<file path="config.mk">
export PLATFORM = sky130hd
export DESIGN_NAME = cpu_bus_bridge
export DESIGN_NICKNAME = d
export VERILOG_FILES = /design/src/rtl/cpu_bus_bridge_pkg.sv /design/src/rtl/cpu_bus_bridge_wbuf.sv /design/src/rtl/cpu_bus_bridge.sv
export SDC_FILE = /design/constraint.sdc
export NUM_CORES = 1
export LEC_CHECK = 0
export ABC_AREA = 1
export CORE_MARGIN = 4
export CORE_UTILIZATION = 40
export CTS_CLUSTER_DIAMETER = 50
export DETAILED_ROUTE_END_ITERATION = 6
export HOLD_SLACK_MARGIN = 0.15
export PLACE_DENSITY = 0.6
export SLEW_MARGIN = 30
export SYNTH_ARGS = -nofsm -noshare
export SYNTH_HDL_FRONTEND = slang
export SYNTH_SLANG_ARGS = --single-unit
</file>
<file path="constraint.sdc">
create_clock -name clk -period 4.6 [get_ports clk]
set_input_delay 0.46 -clock clk [delete_from_list [all_inputs] [get_ports clk]]
set_output_delay 0.46 -clock clk [all_outputs]
set_load 0.02 [all_outputs]
</file>
<file path="src/rtl/cpu_bus_bridge_pkg.sv">
// Shared encodings and lane helpers for the CPU-to-word-bus bridge.
package cpu_bus_bridge_pkg;

    localparam logic [1:0] SIZE_B = 2'b00;
    localparam logic [1:0] SIZE_H = 2'b01;
    localparam logic [1:0] SIZE_W = 2'b10;

    typedef enum logic [2:0] {
        S_IDLE,
        S_DRAIN,
        S_RD,
        S_RMW_RD,
        S_RMW_WR,
        S_ACK
    } state_t;

    // Little-endian lane select, zero-extended; size 11 behaves as a word.
    function automatic logic [31:0] lane_extract(input logic [31:0] word,
                                                 input logic [1:0]  size,
                                                 input logic [1:0]  off);
        logic [31:0] v;
        v = word;
        if (size == SIZE_B) begin
            v = word >> {off, 3'b000};
            v = {24'd0, v[7:0]};
        end else if (size == SIZE_H) begin
            v = word >> {off[1], 4'b0000};
            v = {16'd0, v[15:0]};
        end
        return v;
    endfunction

    function automatic logic [31:0] lane_merge(input logic [31:0] old,
                                               input logic [31:0] data,
                                               input logic [1:0]  size,
                                               input logic [1:0]  off);
        logic [31:0] mask;
        logic [31:0] ins;
        mask = 32'hFFFF_FFFF;
        ins  = data;
        if (size == SIZE_B) begin
            mask = 32'h0000_00FF << {off, 3'b000};
            ins  = {24'd0, data[7:0]} << {off, 3'b000};
        end else if (size == SIZE_H) begin
            mask = 32'h0000_FFFF << {off[1], 4'b0000};
            ins  = {16'd0, data[15:0]} << {off[1], 4'b0000};
        end
        return (old & ~mask) | (ins & mask);
    endfunction

endpackage

</file>
<file path="src/rtl/cpu_bus_bridge_wbuf.sv">
// Posted write buffer: counter-based synchronous FIFO, any depth (0 = always full and empty).
module cpu_wbuf #(
    parameter int DEPTH = 2,
    parameter int WIDTH = 54
) (
    input  logic             clk,
    input  logic             rst,
    input  logic             push,
    input  logic             pop,
    input  logic [WIDTH-1:0] push_data,
    output logic             full,
    output logic             empty,
    output logic [WIDTH-1:0] head
);

    generate
        if (DEPTH == 0) begin : g_none
            logic w_unused;
            assign w_unused = &{1'b0, clk, rst, push, pop, push_data};
            assign full  = 1'b1;
            assign empty = 1'b1;
            assign head  = '0;
        end else begin : g_fifo
            localparam int PW = (DEPTH > 1) ? $clog2(DEPTH) : 1;
            localparam int CW = $clog2(DEPTH + 1);

            logic [WIDTH-1:0] r_mem [DEPTH];
            logic [PW-1:0]    r_rd;
            logic [PW-1:0]    r_wr;
            logic [CW-1:0]    r_cnt;
            logic             w_push;
            logic             w_pop;

            assign full   = (r_cnt == CW'(DEPTH));
            assign empty  = (r_cnt == '0);
            assign head   = r_mem[r_rd];
            assign w_pop  = pop && !empty;
            // A full buffer still accepts a push when the head leaves in the same cycle.
            assign w_push = push && (!full || w_pop);

            always_ff @(posedge clk) begin
                if (rst) begin
                    r_rd  <= '0;
                    r_wr  <= '0;
                    r_cnt <= '0;
                end else begin
                    if (w_push) r_wr <= (r_wr == PW'(DEPTH - 1)) ? '0 : r_wr + 1'b1;
                    if (w_pop)  r_rd <= (r_rd == PW'(DEPTH - 1)) ? '0 : r_rd + 1'b1;
                    if (w_push && !w_pop)      r_cnt <= r_cnt + 1'b1;
                    else if (w_pop && !w_push) r_cnt <= r_cnt - 1'b1;
                end
            end

            always_ff @(posedge clk) begin
                if (w_push) r_mem[r_wr] <= push_data;
            end
        end
    endgenerate

endmodule

</file>
<file path="src/rtl/cpu_bus_bridge.sv">
// Byte/halfword/word CPU accesses onto a 32-bit word bus: RMW for sub-word writes,
// posted word writes drained ahead of any read or RMW.
module cpu_bus_bridge #(
    parameter int ADDR_WIDTH = 24,
    parameter int WBUF_DEPTH = 2
) (
    input  logic                  clk,
    input  logic                  rst,
    input  logic                  cpu_stb,
    input  logic                  cpu_we,
    input  logic [1:0]            cpu_size,
    input  logic [ADDR_WIDTH-1:0] cpu_addr,
    input  logic [31:0]           cpu_dout,
    output logic [31:0]           cpu_din,
    output logic                  cpu_ack,
    output logic                  bus_stb,
    output logic                  bus_we,
    output logic [ADDR_WIDTH-3:0] bus_addr,
    input  logic [31:0]           bus_din,
    output logic [31:0]           bus_dout,
    input  logic                  bus_ack
);
    import cpu_bus_bridge_pkg::*;

    localparam int WA = ADDR_WIDTH - 2;
    localparam int EW = WA + 32;

    state_t          r_state, w_next;
    logic [31:0]     r_din, r_merge, r_dout;
    logic            r_stb, r_we, r_drain_busy;
    logic [WA-1:0]   r_addr;
    logic            w_full, w_empty, w_push, w_pop;
    logic            w_fsm_go, w_go_we, w_drain_go, w_bus_done, w_word, w_fsm_owns;
    logic [31:0]     w_go_data;
    logic [EW-1:0]   w_head;
    logic [WA-1:0]   w_waddr;

    assign w_word     = cpu_size[1];
    assign w_waddr    = cpu_addr[ADDR_WIDTH-1:2];
    assign w_bus_done = r_stb && bus_ack;
    assign w_pop      = r_drain_busy && bus_ack;
    assign w_fsm_owns = (r_state == S_RD) || (r_state == S_RMW_RD) || (r_state == S_RMW_WR);
    assign w_drain_go = !r_stb && !w_empty && !w_fsm_go && !w_fsm_owns;

    cpu_wbuf #(.DEPTH(WBUF_DEPTH), .WIDTH(EW)) u_wbuf (
        .clk       (clk),
        .rst       (rst),
        .push      (w_push),
        .pop       (w_pop),
        .push_data ({w_waddr, cpu_dout}),
        .full      (w_full),
        .empty     (w_empty),
        .head      (w_head)
    );

    // Transitions into RD/RMW_RD launch the strobe on the same edge to save a cycle.
    always_comb begin
        w_next    = r_state;
        w_push    = 1'b0;
        w_fsm_go  = 1'b0;
        w_go_we   = 1'b0;
        w_go_data = r_merge;
        case (r_state)
            S_IDLE: if (cpu_stb) begin
                if (cpu_we && w_word) begin
                    if (WBUF_DEPTH > 0) begin
                        if (!w_full || w_pop) begin
                            w_push = 1'b1;
                            w_next = S_ACK;
                        end
                    end else begin
                        w_next    = S_RMW_WR;
                        w_fsm_go  = 1'b1;
                        w_go_we   = 1'b1;
                        w_go_data = cpu_dout;
                    end
                end else if (!w_empty) begin
                    w_next = S_DRAIN;
                end else begin
                    w_next   = cpu_we ? S_RMW_RD : S_RD;
                    w_fsm_go = 1'b1;
                end
            end
            S_DRAIN: if (w_empty) begin
                w_next   = cpu_we ? S_RMW_RD : S_RD;
                w_fsm_go = 1'b1;
            end
            S_RD:     if (w_bus_done) w_next = S_ACK;
            S_RMW_RD: if (w_bus_done) w_next = S_RMW_WR;
            S_RMW_WR: begin
                if (!r_stb) begin
                    w_fsm_go = 1'b1;
                    w_go_we  = 1'b1;
                end else if (bus_ack) begin
                    w_next = S_ACK;
                end
            end
            S_ACK:   w_next = S_IDLE;
            default: w_next = S_IDLE;
        endcase
    end

    always_ff @(posedge clk) begin
        if (rst) begin
            r_state <= S_IDLE;
            r_din   <= '0;
            r_merge <= '0;
        end else begin
            r_state <= w_next;
            if (r_state == S_RD && w_bus_done)
                r_din <= lane_extract(bus_din, cpu_size, cpu_addr[1:0]);
            if (r_state == S_RMW_RD && w_bus_done)
                r_merge <= lane_merge(bus_din, cpu_dout, cpu_size, cpu_addr[1:0]);
        end
    end

    always_ff @(posedge clk) begin
        if (rst) begin
            r_stb        <= 1'b0;
            r_we         <= 1'b0;
            r_addr       <= '0;
            r_dout       <= '0;
            r_drain_busy <= 1'b0;
        end else if (w_bus_done) begin
            r_stb        <= 1'b0;
            r_drain_busy <= 1'b0;
        end else if (w_fsm_go) begin
            r_stb  <= 1'b1;
            r_we   <= w_go_we;
            r_addr <= w_waddr;
            r_dout <= w_go_data;
        end else if (w_drain_go) begin
            r_stb        <= 1'b1;
            r_we         <= 1'b1;
            r_addr       <= w_head[EW-1:32];
            r_dout       <= w_head[31:0];
            r_drain_busy <= 1'b1;
        end
    end

    assign cpu_din  = r_din;
    assign cpu_ack  = (r_state == S_ACK);
    assign bus_stb  = r_stb;
    assign bus_we   = r_we;
    assign bus_addr = r_addr;
    assign bus_dout = r_dout;

endmodule

</file>
==> flow_summary.yaml, run 1 <==
global_route:
  grt_pass1_vias: 9034
  grt_pass1_wl_um: 50100
  grt-ovfl-total: 0
  grt_max_degree: 72
  track_usage: 0.205
  antenna_found_initial: 0
synth:
  synthTopCellsByArea: "edfxtp_1, dfxtp_1, nand2_1"
  syn_nets: 1490
  ys_warn_count: 0
  ys_seq_elements: 237
  syn_area_sq_um: 10900
  synth_cell_types: 32
  ys_seq_area_frac: 0.535
  avgSynthCellArea_sq_um: 7.81
  synth_flop_cell: "dfxtp_1"
  synth_cells: 1394
  synth_edf_count: 108
  synth_top_area_share: 0.298
  synth_top_area_cell: "edfxtp_1"
  async_reset_ff_frac: 0
setup_path:
  ff2ff_setup_slack_ps: 2340
  regToRegStartpoint: "u_wbuf.g_fifo.r_cnt[1]"
  critPathArrivalTime_ps: 2950
  crit_path_start: "cpu_size[1]"
  path_max_fanout: 37
  endpoint_kind: "flop"
  r2r_cells: 10
  crit_path_end: "r_merge[3]"
  cp-start-kind: "primary input"
  worstPathRequired_ps: 5090
  crit_type: "primary input to flop"
  r2r-end: "bus_dout[9]"
placement:
  port_buffers: 183
  place.gp.congestion: 0.858
  dp_hpwl_um: 21300
  place_worst_setup_slack_ps: 1630
clocking:
  postCtsResizedCells: 0
  cts.path.max_buffers: 3
  path_clk_slew_ps: 60
  clk_latency_ps: 550
  holdBufCountCts: 0
  cts_buffers: 30
  cts_tree: "yes"
  post_cts_buffers: 0
  cts_root_buf: "clkbuf_16"
  htree_levels: 1
  cts.sinks: 237
sta:
  rsz0062_at_grt: "no"
  maxSlewHeadroom: 0.372
  hold_viol_final: 0
  max_freq_mhz: 405
  setup_viol: 0
  finalCritPeriodShare: 0.536
  min_period_ps: 2470
  tightest_slew_ps: 940
  finalWorstSetupSlack_ps: 2130
  slew_violations: 0
  tns_ps: 0
  finClkSkew_ps: 10.1
layout:
  final_cell_mix: "nand2_1, clkdlybuf4s50_1, inv_1"
  final_common_cell: "nand2_1"
  areaGrowthSynthToFinish_pct: 28.2
  drive_gt1_frac: 0.0579
  fillers: 2545
  n_antenna_cell: 0
  multi_input_area_sq_um: 4090
  fin_nets: 1644
  regArea_sq_um: 5830
detailed_routing:
  avgRoutedWirePerCell_um: 16.6
  first_iter_violations: 738
  drc: 0
  post_drt_via_cell_ratio: 5.01
  vias: 9577
  postRouteAntennaNets: 0
  wl_um: 31700
  drt-pass1-iter-count: 5
job:
  drv_cap: 0
power:
  vdd.ir_drop.worst_mv: 0.379
  power_density_nw_per_um2: 580
  p_leak_nw: 5.85
  finalPower_mw: 8.09
floorplanning:
  fp.dieArea_sq_um: 29900
  die_w_um: 173
  coreArea_sq_um: 26900
  die_h_um: 173
  fp-row-count: 60
  start_util: 0.405
  ios: 184
status:
  status: "complete, no violations"
worst_hold_path:
  hp-class: "flop to flop"
  holdPathStages: 1
[registers in the layout, summed over array words and instances, names as in the netlist, named ones only]
register	cells
r_drain_busy	1
bus_dout	32
r_merge	32
r_state	3
u_wbuf.g_fifo.r_rd	1
u_wbuf.g_fifo.r_mem	108
cpu_din	32
u_wbuf.g_fifo.r_cnt	2
bus_we	1
bus_stb	1
bus_addr	22
u_wbuf.g_fifo.r_wr	1
[area by class of cell]
class | instances | area share
repair buffers | 198 | 0.140
inverters | 158 | 0.0425
flip-flops and latches | 237 | 0.418
clock inverters | 19 | 0.0181
well taps | 341 | 0.0306
clock buffers | 37 | 0.0579
multi-input cells | 923 | 0.293
[how the worst min path moves through the flow]
| stage | endpoint | slack, ps | startpoint |
|---|---|---|---|
| after global routing | cpu_din[24] | 480 | cpu_din[24] |
| after floorplan | flop | 430 | u_wbuf.g_fifo.r_rd |
| after CTS | flop | 450 | u_wbuf.g_fifo.r_rd |
| final | flop | 450 | u_wbuf.g_fifo.r_rd |
| after detailed placement | flop | 440 | u_wbuf.g_fifo.r_rd |
| after global placement | flop | 430 | u_wbuf.g_fifo.r_rd |
[synth_stat cells, types with 6 or more instances]
cell / count
a21oi_1: 34
a22oi_1: 10
a31oi_1: 9
a41oi_1: 8
buf_2: 29
buf_6: 8
clkbuf_1: 31
dfxtp_1: 129
edfxtp_1: 108
inv_1: 150
inv_2: 7
nand2_1: 450
nand3_1: 99
nand4_1: 16
nor2_1: 145
o211ai_1: 14
o21ai_0: 110
or2_2: 6
[report_power, final]
group	switching [mW]	internal [mW]	leakage, nW	total, mW
Combinational	1.87	1.06	3.31	2.93
Clock	0.937	1.54	0.512	2.48
Sequential	0.170	2.51	2.03	2.68
Total	2.98	5.11	5.85	8.09
[cell families after synthesis]
group	after synthesis	synth area share
buf+inv	234	0.0910
flops	237	0.535
simple gates	728	0.272
compound gates	194	0.101
fa+ha+maj	1	0.00115
[critical path, stage by stage]
cell	delay, ps
clkdlybuf4s50_1	500
buf_4	390
clkinv_1	330
nand2_1	420
nand2_1	180
nand2_1	310
nand2_1	90
nand3_1	90
o211ai_1	90
inv_1	70
[metal layers]
metal | GRT usage | up-vias | share of wire
li1 | - | 4803 | -
met1 | 0.294 | 4394 | 0.46
met2 | 0.314 | 334 | 0.44
met3 | 0.0481 | 46 | 0.079
met4 | 0.0509 | 0 | 0.021
met5 | 0 | - | 0
[metrics by stage]
step	hold WS (ps)	utilization	instances	area, sq um
global route	481	0.519	1913	14000
CTS	454	0.519	1913	14000
finish	453	0.519	1913	14000
global placement	434	0.480	1857	12900
detailed placement	435	0.480	1857	12900
floorplan	426	-	1394	10900
No activity file was read; power rests on OpenSTA's default activity.
==> run 2: changes to the inputs <==
Clock period 4.6 ns to 2.3 ns, I/O delays scaled along.
==> run 2 against run 1 <==
Against the previous run:
- combinational power grew 110%
- die area unchanged
- worst setup slack worse by 1800 ps
- non-clock buffer count increased by 21
- power grew 100%
==> flow_summary.yaml, run 2 (synthesis results as in run 1) <==
layout:
  regArea_sq_um: 5830
  fillers: 2564
  n_antenna_cell: 0
  finalNonFillerCells: 1934
  multi_input_area_sq_um: 4090
  areaGrowthSynthToFinish_pct: 30.6
  largest_register: "u_wbuf.g_fifo.r_mem"
  fin_nets: 1665
  final_common_cell: "nand2_1"
  drive_gt1_frac: 0.0741
  largest_reg_flops: 108
  final_cell_mix: "nand2_1, clkdlybuf4s50_1, inv_1"
power:
  p_sw_frac: 0.367
  vdd.ir_drop.worst_mv: 0.568
  p_int_mw: 10.3
  p_leak_nw: 5.99
  p_switching_mw: 5.97
  p_clk_frac: 0.290
  finalPower_mw: 16.3
  pwr-share-seq: 0.329
  power_density_nw_per_um2: 1140
  p_comb_frac: 0.381
setup_path:
  crit_type: "flop to flop"
  cp-start-kind: "flop"
  regToRegStartpoint: "r_state[0]"
  path_max_fanout: 6
  endpoint_kind: "flop"
  critPathArrivalTime_ps: 2410
  worstPathRequired_ps: 2730
  crit_path_start: "r_state[0]"
floorplanning:
  fp.dieArea_sq_um: 29900
  coreArea_sq_um: 26900
  start_util: 0.405
  die_h_um: 173
  ios: 184
  die_w_um: 173
  fp-row-count: 60
clocking:
  cts.path.max_buffers: 3
  cts_root_buf: "clkbuf_16"
  cts_buffers: 30
  htree_levels: 1
  cts.sinks: 237
  cts_tree: "yes"
  path_clk_slew_ps: 60
  clk_latency_ps: 550
global_route:
  grt_pass1_wl_um: 49200
  grt-ovfl-total: 0
  grt_pass1_vias: 8854
  track_usage: 0.200
  antenna_found_initial: 2
  grt_max_degree: 109
sta:
  hold_viol_final: 0
  tightest_slew_ps: 544
  max_freq_mhz: 503
  setup_viol: 0
  finClkSkew_ps: 8.24
  maxSlewHeadroom: 0.635
  holdWs_ps: 288
  min_period_ps: 1990
  slew_violations: 0
  finalCritPeriodShare: 0.864
  rsz0062_at_grt: "no"
placement:
  dp_hpwl_um: 21600
  port_buffers: 183
  dp.cells: 1878
  place.gp.congestion: 0.867
detailed_routing:
  drc: 0
  postRouteAntennaNets: 0
  first_iter_violations: 686
  post_drt_via_cell_ratio: 4.97
  drt-pass1-iter-count: 5
  avgRoutedWirePerCell_um: 16.1
  vias: 9610
  wl_um: 31200
status:
  status: "complete, no violations"
job:
  drv_cap: 0
worst_hold_path:
  hp-class: "primary input to flop"
  hold_start: "cpu_addr[6]"
## run 2: changes by cell type in the layout (fill, tap and decap cells not counted), moves of 3 or more
cell / change
buf_12: +10
buf_4: +11
bufinv_16: -3
clkbuf_1: -3
clkbuf_8: +3
clkinv_1: -3
## run 2: layout make-up
type,instances,area share
clock buffers,37,0.0590
repair buffers,219,0.158
well taps,341,0.0300
multi-input cells,923,0.288
flip-flops and latches,237,0.410
clock inverters,19,0.0141
inverters,158,0.0417
## run 2: path summary, 6_finish.rpt
path,to,slack (ps),depth (start not counted)
hold / removal,u_wbuf.g_fifo.r_mem[0][36],290,1
setup / recovery,u_wbuf.g_fifo.r_cnt[1],310,10
hold reg to reg,flop,450,1
setup reg to reg,u_wbuf.g_fifo.r_cnt[1],310,10
## run 2: power by group through the flow
stage | sequential [mW] | combinational [mW] | clock, mW
after floorplan | 5.94 | 3.52 | 0
after global placement | 5.43 | 6.21 | 0
after detailed placement | 5.45 | 6.23 | 0
after CTS | 5.36 | 6.27 | 4.82
after global routing | 5.42 | 6.94 | 5.01
final | 5.35 | 6.20 | 4.72
## run 2: critical path, stage by stage, from the launching register on
cell and delay [ps]:
dfxtp_1 370, nor2_2 190, nand2_1 110, nor2_1 140, nand3_1 220, inv_1 140, ha_1 260, a21oi_1 110
o21ai_0 120, o21ai_0 170, a21oi_1 60
## run 2: repair_timing
action,CTS,global route
setup endpoints to repair,0,1
hold buffers,0,0
resized for setup,0,1
setup buffers,0,0
## run 2: routing by layer
layer  share of wire  up-vias  wire, um  track usage
li1                -     4849         -            -
met1            0.46     4375     14400        0.287
met2            0.44      343     13800        0.314
met3           0.080       39      2500       0.0470
met4           0.016        4       489       0.0389
met5         0.00067        -        21            0
## run 2: through the flow
stage	utilization	setup TNS, ps	instance area (sq um)	worst slack [ps]
after floorplan	-	-43370	10900	-409
after global placement	0.490	0	13200	93.8
after detailed placement	0.490	0	13200	66.0
after CTS	0.529	0	14200	49.8
after global routing	0.529	0	14200	17.8
final	0.529	0	14200	313
